### src/rtl/mc_cpu_ctrl_pkg.sv
// Shared encodings for the multi-cycle MIPS-subset control FSM:
// opcode/funct values, state codes, instruction classes and datapath
// select encodings.
package mc_cpu_ctrl_pkg;

  // Opcodes (IR[31:26])
  localparam logic [5:0] OP_RTYPE = 6'h00;
  localparam logic [5:0] OP_J     = 6'h02;
  localparam logic [5:0] OP_JAL   = 6'h03;
  localparam logic [5:0] OP_BNE   = 6'h05;
  localparam logic [5:0] OP_ADDI  = 6'h08;
  localparam logic [5:0] OP_XORI  = 6'h0E;
  localparam logic [5:0] OP_LW    = 6'h23;
  localparam logic [5:0] OP_SW    = 6'h2B;

  // R-type funct codes (IR[5:0])
  localparam logic [5:0] F_JR  = 6'h08;
  localparam logic [5:0] F_ADD = 6'h20;
  localparam logic [5:0] F_SUB = 6'h22;
  localparam logic [5:0] F_SLT = 6'h2A;

  typedef enum logic [3:0] {
    S_FETCH    = 4'd0,
    S_DECODE   = 4'd1,
    S_MEMADR   = 4'd2,
    S_MEMRD    = 4'd3,
    S_MEMWB    = 4'd4,
    S_MEMWR    = 4'd5,
    S_RTYPE_EX = 4'd6,
    S_ALU_WB   = 4'd7,
    S_IMM_EX   = 4'd8,
    S_BRANCH   = 4'd9,
    S_JUMP     = 4'd10,
    S_JAL      = 4'd11,
    S_ILLEGAL  = 4'd15
  } state_e;

  // Instruction class as seen by DECODE
  typedef enum logic [2:0] {
    CL_MEM, CL_RTYPE, CL_IMM, CL_BNE, CL_J, CL_JAL, CL_BAD
  } iclass_e;

  // alu_op
  localparam logic [2:0] ALU_ADD  = 3'd0;
  localparam logic [2:0] ALU_SUB  = 3'd1;
  localparam logic [2:0] ALU_XOR  = 3'd2;
  localparam logic [2:0] ALU_SLT  = 3'd3;
  localparam logic [2:0] ALU_XORI = 3'd4;

  // pc_src
  localparam logic [1:0] PC_ALU    = 2'd0;
  localparam logic [1:0] PC_ALUOUT = 2'd1;
  localparam logic [1:0] PC_JUMP   = 2'd2;
  localparam logic [1:0] PC_REGA   = 2'd3;

  // alusrcb
  localparam logic [1:0] SRCB_B     = 2'd0;
  localparam logic [1:0] SRCB_4     = 2'd1;
  localparam logic [1:0] SRCB_IMM   = 2'd2;
  localparam logic [1:0] SRCB_IMMSH = 2'd3;

  // regdst
  localparam logic [1:0] RD_RT = 2'd0;
  localparam logic [1:0] RD_RD = 2'd1;
  localparam logic [1:0] RD_RA = 2'd2;

  // memtoreg
  localparam logic [1:0] M2R_ALU = 2'd0;
  localparam logic [1:0] M2R_MDR = 2'd1;
  localparam logic [1:0] M2R_PC  = 2'd2;

endpackage

### src/rtl/mc_cpu_ctrl_decode.sv
// Combinational opcode/funct decoder: instruction class, store flag,
// R-type funct legality/JR detect and the ALU operation for EX states.
module mc_ctrl_decode
  import mc_cpu_ctrl_pkg::*;
#(
  parameter int OP_W = 6
) (
  input  logic [OP_W-1:0] opcode,
  input  logic [OP_W-1:0] funct,
  output iclass_e         cls,
  output logic            is_sw,
  output logic            r_jr,
  output logic            r_ok,
  output logic [2:0]      alu_op
);

  // Classify opcode; funct only matters for R-type
  always_comb begin
    cls    = CL_BAD;
    is_sw  = 1'b0;
    r_jr   = 1'b0;
    r_ok   = 1'b0;
    alu_op = ALU_ADD;
    case (opcode)
      OP_LW:   cls = CL_MEM;
      OP_SW:   begin cls = CL_MEM; is_sw = 1'b1; end
      OP_RTYPE: begin
        cls = CL_RTYPE;
        case (funct)
          F_ADD:   begin r_ok = 1'b1; alu_op = ALU_ADD; end
          F_SUB:   begin r_ok = 1'b1; alu_op = ALU_SUB; end
          F_SLT:   begin r_ok = 1'b1; alu_op = ALU_SLT; end
          F_JR:    r_jr = 1'b1;
          default: ;
        endcase
      end
      OP_ADDI: begin cls = CL_IMM; alu_op = ALU_ADD;  end
      OP_XORI: begin cls = CL_IMM; alu_op = ALU_XORI; end
      OP_BNE:  cls = CL_BNE;
      OP_J:    cls = CL_J;
      OP_JAL:  cls = CL_JAL;
      default: cls = CL_BAD;
    endcase
  end

endmodule

### src/rtl/mc_cpu_ctrl.sv
// Multi-cycle control FSM for the shared-memory MIPS-subset datapath.
// Moore outputs decoded from the state register (BRANCH pc_we also uses
// zero; FETCH ir_we/pc_we wait for mem_ready). Every output is forced to
// 0 while reset_n is low so a reset mid-access drops requests at once.
// Optional: MC_CTRL_PERF_EN adds cyc_cnt/instr_cnt performance counters.
module mc_cpu_ctrl
  import mc_cpu_ctrl_pkg::*;
#(
  parameter int OP_W = 6,
  parameter int ST_W = 4
) (
  input  logic            clk,
  input  logic            reset_n,
  input  logic [OP_W-1:0] opcode,
  input  logic [OP_W-1:0] funct,
  input  logic            zero,
  input  logic            mem_ready,
  output logic            mem_re,
  output logic            mem_we,
  output logic            iord,
  output logic            ir_we,
  output logic            pc_we,
  output logic [1:0]      pc_src,
  output logic            reg_we,
  output logic [1:0]      regdst,
  output logic [1:0]      memtoreg,
  output logic            alusrca,
  output logic [1:0]      alusrcb,
  output logic [2:0]      alu_op,
  output logic            illegal,
  output logic [ST_W-1:0] state
`ifdef MC_CTRL_PERF_EN
  ,
  output logic [31:0]     cyc_cnt,
  output logic [31:0]     instr_cnt
`endif
);

  state_e     state_q;
  logic       rdst_q;     // 1: writeback targets rd (R-type), 0: rt (imm)
  logic       illegal_q;

  iclass_e    cls;
  logic       is_sw, r_jr, r_ok;
  logic [2:0] dec_alu;

  mc_ctrl_decode #(.OP_W(OP_W)) u_dec (
    .opcode (opcode),
    .funct  (funct),
    .cls    (cls),
    .is_sw  (is_sw),
    .r_jr   (r_jr),
    .r_ok   (r_ok),
    .alu_op (dec_alu)
  );

  // State register, writeback-destination flag and sticky illegal flag
  always_ff @(posedge clk or negedge reset_n) begin
    if (!reset_n) begin
      state_q   <= S_FETCH;
      rdst_q    <= 1'b0;
      illegal_q <= 1'b0;
    end else begin
      case (state_q)
        S_FETCH:  if (mem_ready) state_q <= S_DECODE;
        S_DECODE: begin
          case (cls)
            CL_MEM:   state_q <= S_MEMADR;
            CL_RTYPE: state_q <= S_RTYPE_EX;
            CL_IMM:   state_q <= S_IMM_EX;
            CL_BNE:   state_q <= S_BRANCH;
            CL_J:     state_q <= S_JUMP;
            CL_JAL:   state_q <= S_JAL;
            default: begin
              state_q   <= S_ILLEGAL;
              illegal_q <= 1'b1;
            end
          endcase
        end
        S_MEMADR: state_q <= is_sw ? S_MEMWR : S_MEMRD;
        S_MEMRD:  if (mem_ready) state_q <= S_MEMWB;
        S_MEMWB:  state_q <= S_FETCH;
        S_MEMWR:  if (mem_ready) state_q <= S_FETCH;
        S_RTYPE_EX: begin
          rdst_q <= 1'b1;
          if (r_jr) state_q <= S_FETCH;
          else if (!r_ok) begin
            state_q   <= S_ILLEGAL;
            illegal_q <= 1'b1;
          end else state_q <= S_ALU_WB;
        end
        S_ALU_WB: state_q <= S_FETCH;
        S_IMM_EX: begin
          rdst_q  <= 1'b0;
          state_q <= S_ALU_WB;
        end
        S_BRANCH: state_q <= S_FETCH;
        S_JUMP:   state_q <= S_FETCH;
        S_JAL:    state_q <= S_FETCH;
        S_ILLEGAL: begin
          state_q   <= S_ILLEGAL;
          illegal_q <= 1'b1;
        end
        default:  state_q <= S_FETCH;
      endcase
    end
  end

  // Datapath controls decoded from the current state, gated off in reset
  always_comb begin
    mem_re   = 1'b0;
    mem_we   = 1'b0;
    iord     = 1'b0;
    ir_we    = 1'b0;
    pc_we    = 1'b0;
    pc_src   = PC_ALU;
    reg_we   = 1'b0;
    regdst   = RD_RT;
    memtoreg = M2R_ALU;
    alusrca  = 1'b0;
    alusrcb  = SRCB_B;
    alu_op   = ALU_ADD;
    case (state_q)
      S_FETCH: begin
        mem_re  = 1'b1;
        alusrcb = SRCB_4;
        ir_we   = mem_ready;
        pc_we   = mem_ready;
      end
      S_DECODE: alusrcb = SRCB_IMMSH;
      S_MEMADR: begin alusrca = 1'b1; alusrcb = SRCB_IMM; end
      S_MEMRD:  begin mem_re = 1'b1; iord = 1'b1; end
      S_MEMWB:  begin reg_we = 1'b1; memtoreg = M2R_MDR; end
      S_MEMWR:  begin mem_we = 1'b1; iord = 1'b1; end
      S_RTYPE_EX: begin
        alusrca = 1'b1;
        alu_op  = dec_alu;
        if (r_jr) begin pc_we = 1'b1; pc_src = PC_REGA; end
      end
      S_ALU_WB: begin
        reg_we = 1'b1;
        regdst = rdst_q ? RD_RD : RD_RT;
      end
      S_IMM_EX: begin alusrca = 1'b1; alusrcb = SRCB_IMM; alu_op = dec_alu; end
      S_BRANCH: begin
        alusrca = 1'b1;
        alu_op  = ALU_SUB;
        pc_src  = PC_ALUOUT;
        pc_we   = !zero;
      end
      S_JUMP:   begin pc_we = 1'b1; pc_src = PC_JUMP; end
      S_JAL: begin
        reg_we   = 1'b1;
        regdst   = RD_RA;
        memtoreg = M2R_PC;
        pc_we    = 1'b1;
        pc_src   = PC_JUMP;
      end
      default: ;
    endcase
    if (!reset_n) begin
      mem_re   = 1'b0;
      mem_we   = 1'b0;
      iord     = 1'b0;
      ir_we    = 1'b0;
      pc_we    = 1'b0;
      pc_src   = PC_ALU;
      reg_we   = 1'b0;
      regdst   = RD_RT;
      memtoreg = M2R_ALU;
      alusrca  = 1'b0;
      alusrcb  = SRCB_B;
      alu_op   = ALU_ADD;
    end
  end

  assign illegal = illegal_q;
  assign state   = ST_W'(state_q);

`ifdef MC_CTRL_PERF_EN
  logic [31:0] cyc_q, instr_q;

  // Cycle and retired-fetch counters, wrapping modulo 2^32
  always_ff @(posedge clk or negedge reset_n) begin
    if (!reset_n) begin
      cyc_q   <= '0;
      instr_q <= '0;
    end else begin
      if (state_q != S_ILLEGAL) cyc_q <= cyc_q + 32'd1;
      if (state_q == S_FETCH && mem_ready) instr_q <= instr_q + 32'd1;
    end
  end

  assign cyc_cnt   = cyc_q;
  assign instr_cnt = instr_q;
`endif

endmodule

### config.mk
export PLATFORM = sky130hd
export DESIGN_NAME = mc_cpu_ctrl
export DESIGN_NICKNAME = d
export VERILOG_FILES = /design/src/rtl/mc_cpu_ctrl_pkg.sv /design/src/rtl/mc_cpu_ctrl_decode.sv /design/src/rtl/mc_cpu_ctrl.sv
export SDC_FILE = /design/constraint.sdc
export NUM_CORES = 1
export LEC_CHECK = 0
export BUFFER_PORTS_ARGS = -buffer_cell sky130_fd_sc_hd__buf_2
export CAP_MARGIN = 5
export CORE_ASPECT_RATIO = 1.2
export CORE_MARGIN = 5
export CORE_UTILIZATION = 49
export DETAILED_ROUTE_END_ITERATION = 7
export GPL_TIMING_DRIVEN = 0
export PLACE_DENSITY = 0.78
export REMOVE_ABC_BUFFERS = 1
export SYNTH_ARGS = -nofsm -noshare
export SYNTH_HDL_FRONTEND = slang
export SYNTH_SLANG_ARGS = --single-unit
### constraint.sdc
create_clock -name clk -period 2.7 [get_ports clk]
set_clock_uncertainty 0.2 [all_clocks]
set_input_delay 0.54 -clock clk [delete_from_list [all_inputs] [get_ports clk]]
set_output_delay 0.54 -clock clk [all_outputs]
set_load 0.1 [all_outputs]
Yosys cells after proc, flatten, opt, wreduce, memory -nomap -nowiden
Index checks and enable logic that the tools add are counted.

Logic and storage cells: 104. Register bits: 6.

Reduce and logical (&&, ||, !) cells: 19. Equality and inequality tests: 34. Muxes and demuxes: 48.

Operators with widths (number): 4-bit one-hot mux with 8 select lines (1); 6-bit equality test, second input constant (5); 4-bit one-hot mux with 6 select lines (1); 1-bit 2-to-1 mux (23); 4-bit equality test, second input constant (5); 4-bit 2-to-1 mux (5); 6-bit by 4-bit equality test with 1-bit output, second input constant (3); 3-bit one-hot mux with 6 select lines (1); 4-bit by 3-bit equality test with 1-bit output, second input constant (4); 2-bit OR reduction (7); 6-bit by 2-bit equality test with 1-bit output, second input constant (2); 2-bit != test, second input constant (6); 2-bit one-hot mux with 2 select lines (3); 2-bit one-hot mux with 3 select lines (2); 3-bit one-hot mux with 2 select lines (2); 2-bit 2-to-1 mux (5); 4-bit by 2-bit equality test with 1-bit output, second input constant (2); 3-bit by 2-bit equality test with 1-bit output, second input constant (2); 3-bit equality test, second input constant (2); 6-bit by 3-bit equality test with 1-bit output, second input constant (1); 6-bit logical NOT (1); 3-bit 2-to-1 mux (2); 3-bit OR reduction (2); 6-bit OR reduction (1); 13 further kinds (13).

Logic depth before layout (Yosys ltp)
Word-level depth: 7. Gate-level depth with buffers: 9. Mapped depth without buffers: 8.

Hierarchy
A second synthesis with hierarchy kept.

Cell total of the unflattened synthesis: 152. Area, all modules: 1052.3 µm².

Modules (own cells, without submodules): mc_cpu_ctrl (area an instance 855.8 µm², sequential area each 150.1 µm², instances 1, cells an instance 122); mc_ctrl_decode (area an instance 196.4 µm², sequential area each 0.0 µm², instances 1, cells an instance 30).

Worst setup path after synthesis
OpenSTA, ideal clock, no wires.

Kind: flip-flop to output port. Start: register state_q[3] (netlist: state[3]). End: output alu_op[2]. Required time: 1.960 ns. Path buffers: 1. Path slack: -2.846 ns. Arrival time: 4.806 ns. Cell stages (with the launch flop): 6. Path through: dfrtp_1 -> clkbuf_8 -> nor3b_1 -> a21oi_1 -> or3b_2 -> nor4_1.

Cells in the longest elaborated chain, start to end: 4.

RTL lines: start, declared (RTL line mc_cpu_ctrl.sv:39) `state_e state_q;`; start signal, assigned (RTL line mc_cpu_ctrl.sv:80) `S_MEMADR: state_q <= is_sw ? S_MEMWR : S_MEMRD;`; 4-bit by 3-bit equality test with 1-bit output or 4-bit equality test (tied branches) (RTL line mc_cpu_ctrl.sv:123) `case (state_q)`; 2-bit OR reduction (no source line); 3-bit one-hot mux with 2 select lines * (RTL line mc_cpu_ctrl.sv:123); 3-bit 2-to-1 mux * (RTL line mc_cpu_ctrl.sv:161) `if (!reset_n) begin`; end, declared (RTL line mc_cpu_ctrl.sv:29) `output logic [2:0] alu_op,`.

Every way passes the cells marked *; elsewhere a longest branch is shown, timed or not.

Final worst setup path
Start: register state_q[2] (netlist: state[2]). End: output alu_op[0].

The elaborated chain is that of the path after synthesis.

==> flow_summary.ini <==
[run_status]
status = finished with violations
violations = setup timing

[routing]
ant_nets = 0
dr.pass1.iters = 5
wl_um = 3980
routedWlPerCell_um = 17.7
routed-via-count = 1383
dr.first_iter.drc_count = 76
routed_via_density = 6.15
route.detailed.drc = 0

[timing]
clock.fmax_mhz = 357
slew_viol_final = 0
min_period_over_period_pct = 104
final-hold-violation-count = 0
setup_viol = 4
fin_crit_ps = 2800
rsz0062_at_grt = true
slew_headroom_pct = 66.7
holdWs_ps = 261
layout_setup_ws_ps = -101
worstMarginPinSlew_ps = 504

[synthesis]
synth_xor_area_share_pct = 2.53
synth-edff-count = 0
yosys_register_bits = 6
ys_async_sr_fraction_pct = 100
synth_cell_types = 48
synth_top_cell_by_area = dfrtp_1
synth.cell_area_um2 = 1040
ys_warn_count = 0
syn_inst = 143
synth.top_cell.area_share_pct = 14.5
yosys.area_share.simple_pct = 41.7
synth-seq-area-share_pct = 14.5
syn_area_per_cell_um2 = 7.26
synth_area_leaders = dfrtp_1, clkbuf_8, nor2_1, nand2_1, a21oi_1
muxShareOfSynthArea_pct = 0.964
synth_fa_ha_area_share_pct = 3.61
yosysMostFrequentCell = nor2_1
synth_flop_cell = dfrtp_1
synth_compound_area_share_pct = 24.1
synthTopCellsByCount = nor2_1, nand2_1, a21oi_1, o21ai_0
synth_top_family_by_area = simple AND/OR/NAND/NOR gates

[placement]
place.gp.congestion = 0.852
dp.final_hpwl_um = 2070
portBuffers = 38

[critical_path]
worstSetupStartpointType = flop
worstReg2RegStart = state[2]
crit_type = flop to output port
arrival_ps = 2060
cp-startpoint = state[2]
cp_max_fo = 4
ff2ff_path_depth = 8
cp.required_ps = 1960
endpoint_kind = output port

[clock_network]
clkTransAtPathRegs_ps = 50
cts_tree = done
cts_max_level = 1
root_buffer = clkbuf_4
cts_num_sinks = 6
clk_path_buf_depth = 2
clk_latency_ps = 260
numCtsBuffers = 3

[power]
power_uw = 1650
powerDensity_nw_per_um2 = 1070
max-vdd-ir-drop_mv = 0.645
cellLeakagePower_uw = 0.000701

[floorplan]
die_area_um2 = 3140
row_count = 18
start_util_pct = 50.7
core-area_um2 = 2050
io_pins = 39
die_w_um = 52.0
die_h_um = 60.4

[grt]
grt_pass1_wl_um = 5910
grt_pass1_vias = 1305
grt_max_degree = 14
overflow = 0
track_usage_pct = 25.0
antenna_found_initial = 0

[final_layout]
finalNetCount = 216
fill_cells = 145
drive_gt1_share_pct = 47.2
area_growth_syn_to_layout_pct = 48.8
n_antenna_cell = 0

[job]
maxCapViolations = 0

[hold_path]
min_path_cells = 1
worstHoldPathType = flop to flop
hold_start = illegal
==> layer usage <==
metal  part of all wire [%]  vias to the layer above  GRT usage, %  wire length (um)
li1                       -                      622             -                 -
met1                     36                      611          26.3              1410
met2                     49                      125          45.8              1950
met3                     11                       25          5.65               434
met4                    4.6                        0          13.5               182
met5                      0                        -             0                 0
==> placed cells by master, fill, tap and decap left out, types with 3 or more instances in the layout <==
cell | Yosys | final
buf_12 | 0 | 4
or3_1 | 5 | 3
buf_2 | 0 | 27
clkbuf_4 | 0 | 5
or3_4 | 0 | 3
nand3_1 | 6 | 5
a21oi_1 | 9 | 8
o21ai_0 | 8 | 6
a22oi_1 | 3 | 3
nand2_1 | 13 | 13
nor3_1 | 5 | 4
nand2b_1 | 4 | 3
nor2_1 | 17 | 15
nor2b_1 | 5 | 4
xnor2_1 | 3 | 3
inv_1 | 4 | 3
dfrtp_2 | 0 | 4
buf_6 | 1 | 5
buf_4 | 1 | 22
==> report_power, final <==
group,switching [uW],leakage (uW),internal (uW)
Clock,38.5,0.0000138,50.7
Combinational,954,0.000619,439
Sequential,46.5,0.0000684,124
Total,1040,0.000701,613
==> per-stage QoR <==
| stage | setup WS, ps | std cells | utilization, % | TNS (ps) | instance area [um^2] |
|---|---|---|---|---|---|
| after floorplan | -2910 | 131 | - | -21270 | 922 |
| after global placement | -569 | 199 | 56.1 | -3340 | 1150 |
| after detailed placement | -600 | 199 | 56.1 | -3610 | 1150 |
| after CTS | -12.6 | 224 | 72.8 | -24.3 | 1490 |
| after global routing | -128 | 225 | 75.4 | -432 | 1550 |
| final | -101 | 225 | 75.4 | -265 | 1550 |
==> timing repair <==
item,4_1_cts,5_1_grt
buffers inserted,21,1
endpoints found under the hold margin,6,0
endpoints found under the setup margin,10,12
gates resized for setup,45,17
pin swaps,7,4
hold buffers,1,0
==> state kept, by name, summed over array words and instances (netlist names) <==
name,flops
illegal,1
rdst_q,1
state,4
==> critical path: stages, from the launching register on <==
cell	delay, ps
dfrtp_2	450
nor3b_4	210
a21oi_1	70
or3b_4	390
or3_4	380
o21ai_2	110
buf_12	200
==> cells by family after synthesis <==
kind of cell / count (synthesis)
adder cells (fa/ha/maj): 3
AND/OR/NAND/NOR: 77
buffers and inverters: 16
multiplexers: 1
flip-flops: 6
AO/OA/AOI/OAI: 37
XOR/XNOR: 3
==> path summary, 6_finish.rpt <==
| path | end | slack [ps] |
|---|---|---|
| hold / removal | illegal | 260 |
| hold reg to reg | illegal | 260 |
| setup reg to reg | state[2] | 460 |
| setup / recovery | alu_op[0] | -100 |
| max in group asynchronous | state[3] | 1390 |
| min in group asynchronous | rdst_q | 650 |
==> cell type report <==
| class | instances | area [um^2] | area share [%] |
|---|---|---|---|
| multi-input cells | 121 | 851 | 55.1 |
| clock buffers | 3 | 22.5 | 1.46 |
| flip-flops and latches | 6 | 155 | 10.0 |
| repair buffers | 61 | 462 | 29.9 |
| well taps | 30 | 37.5 | 2.43 |
| inverters | 4 | 17.5 | 1.13 |
(Power assumes the default switching activity.)
